## config.mk

```make
export PLATFORM = sky130hd
export DESIGN_NAME = noc_switch_input_port
export DESIGN_NICKNAME = d
export VERILOG_FILES = /design/src/rtl/noc_switch_input_port_pkg.sv /design/src/rtl/noc_flit_fifo.sv /design/src/rtl/noc_switch_input_port.sv
export SDC_FILE = /design/constraint.sdc
export NUM_CORES = 1
export LEC_CHECK = 0
export ABC_AREA = 1
export BUFFER_PORTS_ARGS = -buffer_cell sky130_fd_sc_hd__clkbuf_2
export CAP_MARGIN = 5
export CELL_PAD_IN_SITES_DETAIL_PLACEMENT = 1
export CELL_PAD_IN_SITES_GLOBAL_PLACEMENT = 1
export CORE_MARGIN = 8
export CORE_UTILIZATION = 44
export DETAILED_ROUTE_END_ITERATION = 8
export GPL_TIMING_DRIVEN = 0
export PLACE_DENSITY_LB_ADDON = 0.05
export SYNTH_ARGS = -nofsm -noshare
export SYNTH_HDL_FRONTEND = slang
export SYNTH_SLANG_ARGS = --single-unit
```

## constraint.sdc

```tcl
create_clock -name clk -period 9.8 [get_ports clk]
set_input_delay 1.96 -clock clk [delete_from_list [all_inputs] [get_ports clk]]
set_output_delay 1.96 -clock clk [all_outputs]
set_load 0.005 [all_outputs]
```

## src/rtl/noc_switch_input_port_pkg.sv

```systemverilog
// Shared flit layout and routing constants for the NoC switch input port.
package noc_switch_input_port_pkg;

    // Head and tail flags sit at the top of the flit, counted down from the MSB.
    localparam int HEAD_OFS    = 1;
    localparam int TAIL_OFS    = 2;
    localparam int PATH_WD     = 7;
    localparam int ROUTE_SHIFT = 2;

    typedef enum logic {
        IDLE,
        ACTIVE
    } state_t;

endpackage

```

## src/rtl/noc_flit_fifo.sv

```systemverilog
// Synchronous flit FIFO with occupancy count; pointers wrap at DEPTH.
module noc_flit_fifo #(
    parameter int WIDTH     = 80,
    parameter int DEPTH     = 6,
    parameter int LOG_DEPTH = 3
) (
    input  logic                 clk,
    input  logic                 rst,
    input  logic                 push,
    input  logic [WIDTH-1:0]     wdata,
    input  logic                 pop,
    output logic [WIDTH-1:0]     rdata,
    output logic [LOG_DEPTH:0]   count,
    output logic                 full,
    output logic                 empty
);

    logic [WIDTH-1:0]     mem [DEPTH];
    logic [LOG_DEPTH-1:0] wptr;
    logic [LOG_DEPTH-1:0] rptr;
    logic                 do_push;
    logic                 do_pop;

    assign full    = (count == (LOG_DEPTH+1)'(DEPTH));
    assign empty   = (count == '0);
    assign do_pop  = pop & ~empty;
    assign do_push = push & (~full | do_pop);
    assign rdata   = mem[rptr];

    function automatic logic [LOG_DEPTH-1:0] wrap_inc(input logic [LOG_DEPTH-1:0] p);
        return (p == LOG_DEPTH'(DEPTH - 1)) ? '0 : p + 1'b1;
    endfunction

    always_ff @(posedge clk) begin
        if (rst) begin
            wptr  <= '0;
            rptr  <= '0;
            count <= '0;
        end else begin
            if (do_push) wptr <= wrap_inc(wptr);
            if (do_pop)  rptr <= wrap_inc(rptr);
            count <= count + (LOG_DEPTH+1)'(do_push) - (LOG_DEPTH+1)'(do_pop);
        end
    end

    always_ff @(posedge clk) begin
        if (do_push) mem[wptr] <= wdata;
    end

endmodule

```

## src/rtl/noc_switch_input_port.sv

```systemverilog
// Switch input port: buffers link flits, decodes source route, requests
// one crossbar output per packet and forwards flits on grant.
module noc_switch_input_port
    import noc_switch_input_port_pkg::*;
#(
    parameter int FLIT_WIDTH       = 80,
    parameter int BUFFER_DEPTH     = 6,
    parameter int LOG_BUFFER_DEPTH = 3,
    parameter int NUM_OUTPUTS      = 4,
    parameter int LOG_OUTPUTS      = 2,
    parameter int PATH_WD          = noc_switch_input_port_pkg::PATH_WD,
    parameter int STALL_SLACK      = 2
) (
    input  logic                   clk,
    input  logic                   rst,
    input  logic [FLIT_WIDTH-1:0]  FLIT_in,
    input  logic                   VALID_in,
    output logic                   BWDAUX1_out,
    output logic [FLIT_WIDTH-1:0]  flit_out,
    output logic [NUM_OUTPUTS-1:0] req_out,
    input  logic                   grant_in,
    output logic                   valid_out,
    output logic                   overflow_err,
    output logic                   protocol_err
);

    logic [FLIT_WIDTH-1:0]       front;
    logic [LOG_BUFFER_DEPTH:0]   count;
    logic [LOG_BUFFER_DEPTH:0]   count_next;
    logic                        full;
    logic                        empty;
    logic                        push;
    logic                        pop;
    logic                        head;
    logic                        tail;
    logic                        port_bad;
    logic                        discard;
    logic                        first_q;
    logic [LOG_OUTPUTS-1:0]      port_q;
    state_t                      state;
    state_t                      state_next;

    noc_flit_fifo #(
        .WIDTH     (FLIT_WIDTH),
        .DEPTH     (BUFFER_DEPTH),
        .LOG_DEPTH (LOG_BUFFER_DEPTH)
    ) u_fifo (
        .clk   (clk),
        .rst   (rst),
        .push  (push),
        .wdata (FLIT_in),
        .pop   (pop),
        .rdata (front),
        .count (count),
        .full  (full),
        .empty (empty)
    );

    assign head     = front[FLIT_WIDTH-HEAD_OFS];
    assign tail     = front[FLIT_WIDTH-TAIL_OFS];
    assign port_bad = {1'b0, front[LOG_OUTPUTS-1:0]} >= (LOG_OUTPUTS+1)'(NUM_OUTPUTS);

    // In IDLE anything at the front that cannot open a packet is dropped.
    assign discard   = (state == IDLE) & ~empty & (~head | port_bad);
    assign valid_out = (state == ACTIVE) & ~empty;
    assign pop       = (valid_out & grant_in) | discard;
    assign push      = VALID_in & (~full | pop);

    assign count_next = count + (LOG_BUFFER_DEPTH+1)'(push)
                              - (LOG_BUFFER_DEPTH+1)'(pop);

    always_comb begin
        state_next = state;
        unique case (state)
            IDLE:   if (~empty & head & ~port_bad) state_next = ACTIVE;
            ACTIVE: if (valid_out & grant_in & tail) state_next = IDLE;
            default: state_next = IDLE;
        endcase
    end

    always_ff @(posedge clk) begin
        if (rst) begin
            state        <= IDLE;
            port_q       <= '0;
            first_q      <= 1'b0;
            BWDAUX1_out  <= 1'b0;
            overflow_err <= 1'b0;
            protocol_err <= 1'b0;
        end else begin
            state <= state_next;
            if (state == IDLE) begin
                port_q  <= front[LOG_OUTPUTS-1:0];
                first_q <= 1'b1;
            end else if (pop) begin
                first_q <= 1'b0;
            end
            BWDAUX1_out <= count_next >=
                (LOG_BUFFER_DEPTH+1)'(BUFFER_DEPTH - STALL_SLACK);
            if (VALID_in & ~push) overflow_err <= 1'b1;
            if (discard)          protocol_err <= 1'b1;
        end
    end

    always_comb begin
        req_out = '0;
        if (state == ACTIVE) req_out[port_q] = 1'b1;
    end

    // Only the packet-opening head gets its route advanced; a stray head
    // inside a packet is passed through like body data.
    always_comb begin
        flit_out = front;
        if (head & first_q)
            flit_out[PATH_WD-1:0] = front[PATH_WD-1:0] >> LOG_OUTPUTS;
    end

endmodule

```

Yosys cells after proc, flatten, opt, wreduce, memory -nomap -nowiden
Memories as Yosys holds them, arrays and structs flattened. A register that Yosys moved wholly into a read port is not among the register bits.
Cells that the tools add are included.
{ "totals": {"reg_bits": 17, "memories": 1, "output_inout_bits": 88, "mem_bits_rw": 480} }
{ "mem_list": {"columns": ["name", "words", "word_bits", "rd", "rd_clocked_by_memory_dff", "wr", "line", "source"], "rows": [
  ["u_fifo.mem", 6, 80, 1, 1, 1, "noc_flit_fifo.sv:18", "logic [WIDTH-1:0] mem [DEPTH];"]
]} }
{ "op_classes": {"n_eq_ne": 4, "bitwise_logic": 19, "mux": 15, "n_lt_le_gt_ge": 3, "n_reduce_logical": 2, "add_sub_neg": 6} }
{ "op_table": {"columns": ["op", "n"], "rows": [
  ["two-way mux 3 bit", 4],
  ["bitwise AND 1 bit", 11],
  ["adder 4 x 1 -> 4 bit", 2],
  ["subtractor 4 x 1 -> 4 bit", 2],
  ["two-way mux 1 bit", 7],
  ["two-way mux 7 bit", 1],
  ["adder 3 x 1 -> 3 bit, second input constant", 2],
  ["equality test 3 bit, second input constant", 2],
  ["inverter 1 bit", 5],
  ["equality test 4 x 3 -> 1 bit, second input constant", 1],
  ["greater-or-equal comparator 4 x 3 -> 1 bit, second input constant", 1],
  ["logical NOT 4 bit", 1],
  ["two-way mux 4 bit", 1],
  ["less-than comparator 2 x 3 -> 1 bit, second input constant", 1],
  ["bitwise OR 1 bit", 3],
  ["demux 1 bit (select 2 bit)", 1],
  ["greater-or-equal comparator 2 x 1 -> 1 bit, second input constant", 1],
  ["!= test 2 bit, second input constant", 1],
  ["one-hot mux 1 bit (2 select lines)", 1],
  ["logical AND 1 bit", 1]
]} }

Longest topological paths before layout
{ "logic_depth": {"ltp_word": 10, "depth_mapped": 17, "mapped_depth_nobuf": 17} }

Hierarchy
A second synthesis with hierarchy kept.
{ "hier_totals": {"cells_unflattened": 1552, "area_unflattened_um2": 21110.2} }
{ "modules_own_cells": {"columns": ["module", "seq_area_each_um2", "area_per_inst_um2", "n_inst", "cells_per_inst"], "rows": [
  ["noc_flit_fifo", 14674.1, 20564.7, 1, 1464],
  ["noc_switch_input_port", 140.1, 545.5, 1, 88]
]} }

Worst setup path before layout
No wires, ideal clock.
{ "synth_path": {"kind": "input to register", "startpoint": "input port grant_in", "endpoint": "memory u_fifo.mem[2][0], enable pin", "arrival_ns": 9.822, "stages": 4, "slack_ns": -0.737, "required_ns": 9.085, "cell_sequence": "nand2_1 -> nand3_2 -> nand2_2 -> nor4_1"} }
{ "synth_between": {"elab_chain_cells": 7} }
{ "synth_lines": {"columns": ["element", "line", "source"], "rows": [
  ["start: declaration", "noc_switch_input_port.sv:21", "input logic grant_in,"],
  ["bitwise AND 1 bit (*)", "noc_switch_input_port.sv:66", "assign pop = (valid_out & grant_in) | discard;"],
  ["bitwise OR 1 bit (*)", "noc_switch_input_port.sv:66", null],
  ["bitwise OR 1 bit or bitwise AND 1 bit (tied branches)", "noc_switch_input_port.sv:67, noc_flit_fifo.sv:26", null],
  ["bitwise AND 1 bit or bitwise OR 1 bit (tied branches)", "noc_switch_input_port.sv:67, noc_flit_fifo.sv:27", null],
  ["bitwise AND 1 bit (*)", "noc_flit_fifo.sv:27", "assign do_push = push & (~full | do_pop);"],
  ["two-way mux 1 bit (*)", "noc_flit_fifo.sv:47", "if (do_push) mem[wptr] <= wdata;"],
  ["two-way mux 1 bit (not written as such) (*)", "noc_flit_fifo.sv:47", null],
  ["end: declaration", "noc_flit_fifo.sv:18", null]
]} }
Every way passes the cells marked *; elsewhere a longest branch is shown, timed or not.

==> run summary <==
IO Port Bufs = 171
Placed cell count = 2244
Max-slew headroom = 30.4%
Worst Path Arrival = 3.10 ns
Unrepaired setup endpoints after global routing = no
Post-CTS setup buffers = 0
Sequential power share = 40.2%
Req. time, crit path = 7.84 ns
Clock transition at the registers of the reported paths = 0.06 ns
Largest net degree at the start of global routing = 28
Syn. warnings = 0
P_leak = 0.00850 uW
Max Clock Freq = 198 MHz
Routed len/inst = 23.7 um
Dpl cell area = 21900 um^2
Vias = 12800
Clock Power Share = 30.1%
Via density = 5.48
Startpoint Class = register
Initial cell density of the core = 44.7%
TritonCTS clock tree = built
Io pins = 172
Pwr dens = 263 nW/um^2
Slowest CP cell = clkbuf_1
Final WL = 55500 um
DIE AREA = 51900 um^2
Initial antenna violation count = 3
Post-CTS Resized = 0
Vias in the first global route = 13700
Ratio of cells with drive above 1 in the final layout = 23.6%
IR drop worst, VDD = 0.140 mV
Worst-path maximum fanout = 10
Class of the most critical hold timing path = reg -> reg
CP peak stage delay = 0.58 ns
Global-route wire length before repair = 84300 um
Die extent in y = 228 um
Clock buffer depth = 3
CTS Buf Count = 52
# nets final = 1798
Hold buffers post-CTS = 0
Post-synth ARST share = 0%
Final hold violations = 0
Sequential-to-total area share from yosys stat = 75.0%
Routability cong. = 0.735
Endpoints failing setup = 0
Critical Path End Type = output port
Core area = 44200 um^2
Clock sinks = 500
Fillers = 4454
Cell-internal power = 4270 uW
Top FF cell, synth = edfxtp_1
Row count = 77
Slew Limit Fails = 0
Clock skew = 0.0131 ns
Fin crit period = 5.06 ns
Die width = 228 um
Crit-path most repeated cell = buf_2
Total track usage = 20.9%
Average cell area after synthesis = 13.7 um^2
Syn_nets = 1532
Iteration-0 DRC Markers = 863
Area Growth Syn to Fin = 19.0%
Cell Area, Synth = 19800 um^2
Cells after Synth = 1440
Grt ovf = 0
Post-route design area = 23500 um^2
Clock Latency Late Sink = 0.59 ns
Antenna viol nets, final = 0
Yosys cell types = 30
Seq cells post-synth = 500
Htree depth = 2
Setup CP Type = reg -> out
Final Cycle Share = 51.6%
Combinational cell fraction of total power = 29.7%
Psw = 1910 uW
Worst-path cell chain = buf_2, buf_2, clkbuf_1, o22ai_1, buf_4, clkbuf_2
Final Hold Slack = 0.452 ns
Drt pass-1 iters = 5
Clock root cell = clkbuf_16
Post-synth EDFFs = 480
HPWL Detailed = 36600 um
Drt drc = 0
Status = complete, no violations
Layout Cells excl Fill = 2338
Worst Max-Slew Pin Slew = 1.04 ns
Max Cap Viol = 0
Sw Share = 30.9%
sequential cells by signal (all words and copies together) (netlist names), 2 cells and up, named ones only:
signal and flops:
port_q 2, u_fifo.mem 480, u_fifo.wptr 3, u_fifo.rptr 3
u_fifo.count 4
worst max-delay path: cells and delay by family, from the launching register on:
kind	cells	cell delay (ns)
buffers and inverters	5	1.77
AOI/OAI and AO/OA	1	0.22
DFF	1	0.51
cell usage in the layout, fill, tap and decap left out, drive strengths merged:
master	count
nand3	13
a21oi	85
a32o	75
nor4	1
buf	160
clkbuf	276
fa	1
nor3	3
dfxtp	20
nor2	108
o22ai	81
nor3b	2
clkinv	25
ha	7
a21o	1
nand2	265
nand4	2
edfxtp	480
bufinv	3
o211ai	3
xnor2	1
clkinvlp	1
o21ai	98
inv	33
diode	1
or2	1
worst paths after layout:
check	slack (ns)	start	cells past startpoint	end
setup / recovery	4.74	register	6	flit_out[24]
hold / removal	0.45	protocol_err$_SDFFE_PP0P_	2	protocol_err$_SDFFE_PP0P_
setup reg to reg	6.32	u_fifo.count[2]$_SDFF_PP0_	14	u_fifo.mem[0][67]$_DFFE_PP_
hold reg to reg	0.45	protocol_err$_SDFFE_PP0P_	2	protocol_err$_SDFFE_PP0P_
power groups by stage:
stage | Sequential [uW] | Combinational [uW] | Clock [uW]
3_5_place_dp | 2530 | 1870 | 0
4_1_cts | 2490 | 1880 | 1900
3_3_place_gp | 2550 | 1800 | 0
5_1_grt | 2500 | 2020 | 1970
2_1_floorplan | 2530 | 1110 | 0
6_report | 2490 | 1840 | 1860
metal layers:
metal  share of wire, %  up-vias  global-route usage [%]
li1                   -     5829                       -
met1                 44     6569                    27.5
met2                 49      323                    35.4
met3                5.1       91                    3.93
met4                2.3        6                    5.86
met5              0.070        -                       0
cells by family (layout without fill, tap and decap cells):
group / after synthesis / after routing / synth area share (%)
adder cells (fa/ha/maj): 8 / 8 / 0.545
buffers and inverters: 193 / 498 / 5.39
XOR/XNOR: 1 / 1 / 0.0444
flip-flops: 500 / 500 / 75.0
other: 0 / 1 / 0
AO/OA/AOI/OAI: 343 / 343 / 11.2
AND/OR/NAND/NOR: 395 / 395 / 7.84
layout make-up:
class                           instances  area [um^2]  area share, %
Clock inverter                         29          204          0.868
Timing Repair Buffer                  212         1400           5.94
Antenna cell                            1         2.50         0.0106
Inverter                               33          124          0.527
Clock buffer                           64         1370           5.82
Sequential cell                       500        14800           63.0
Buffer                                160          941           4.00
Multi-Input combinational cell        747         3920           16.7
Tap cell                              592          741           3.15
cells in the mapped netlist (6+ instances only):
library cell  count  area share (%)
edfxtp_1        480              73
nand2_1         262             5.0
nor2_1          106             2.0
o21ai_0          90             2.3
a21oi_1          85             2.2
buf_4            81             3.1
o22ai_1          81             2.6
a32o_1           75             3.8
clkbuf_1         41            0.78
buf_2            29            0.73
inv_1            27            0.51
dfxtp_1          20             2.0
nand3_1          10            0.25
buf_1             9            0.17
o21ai_1           8            0.20
ha_1              7            0.44
inv_2             6            0.11
through the flow:
step | setup WS (ns) | power (uW) | setup TNS (ns) | util, %
final | 4.74 | 6180 | 0 | 53.2
after global routing | 4.63 | 6490 | 0 | 53.2
after CTS | 4.68 | 6270 | 0 | 53.2
after detailed placement | 5.18 | 4400 | 0 | 49.6
after global placement | -4.27 | 4360 | -1155.76 | 48.3
after floorplan | 1.36 | 3650 | 0 | -
Power figures use the tool's default switching activity.
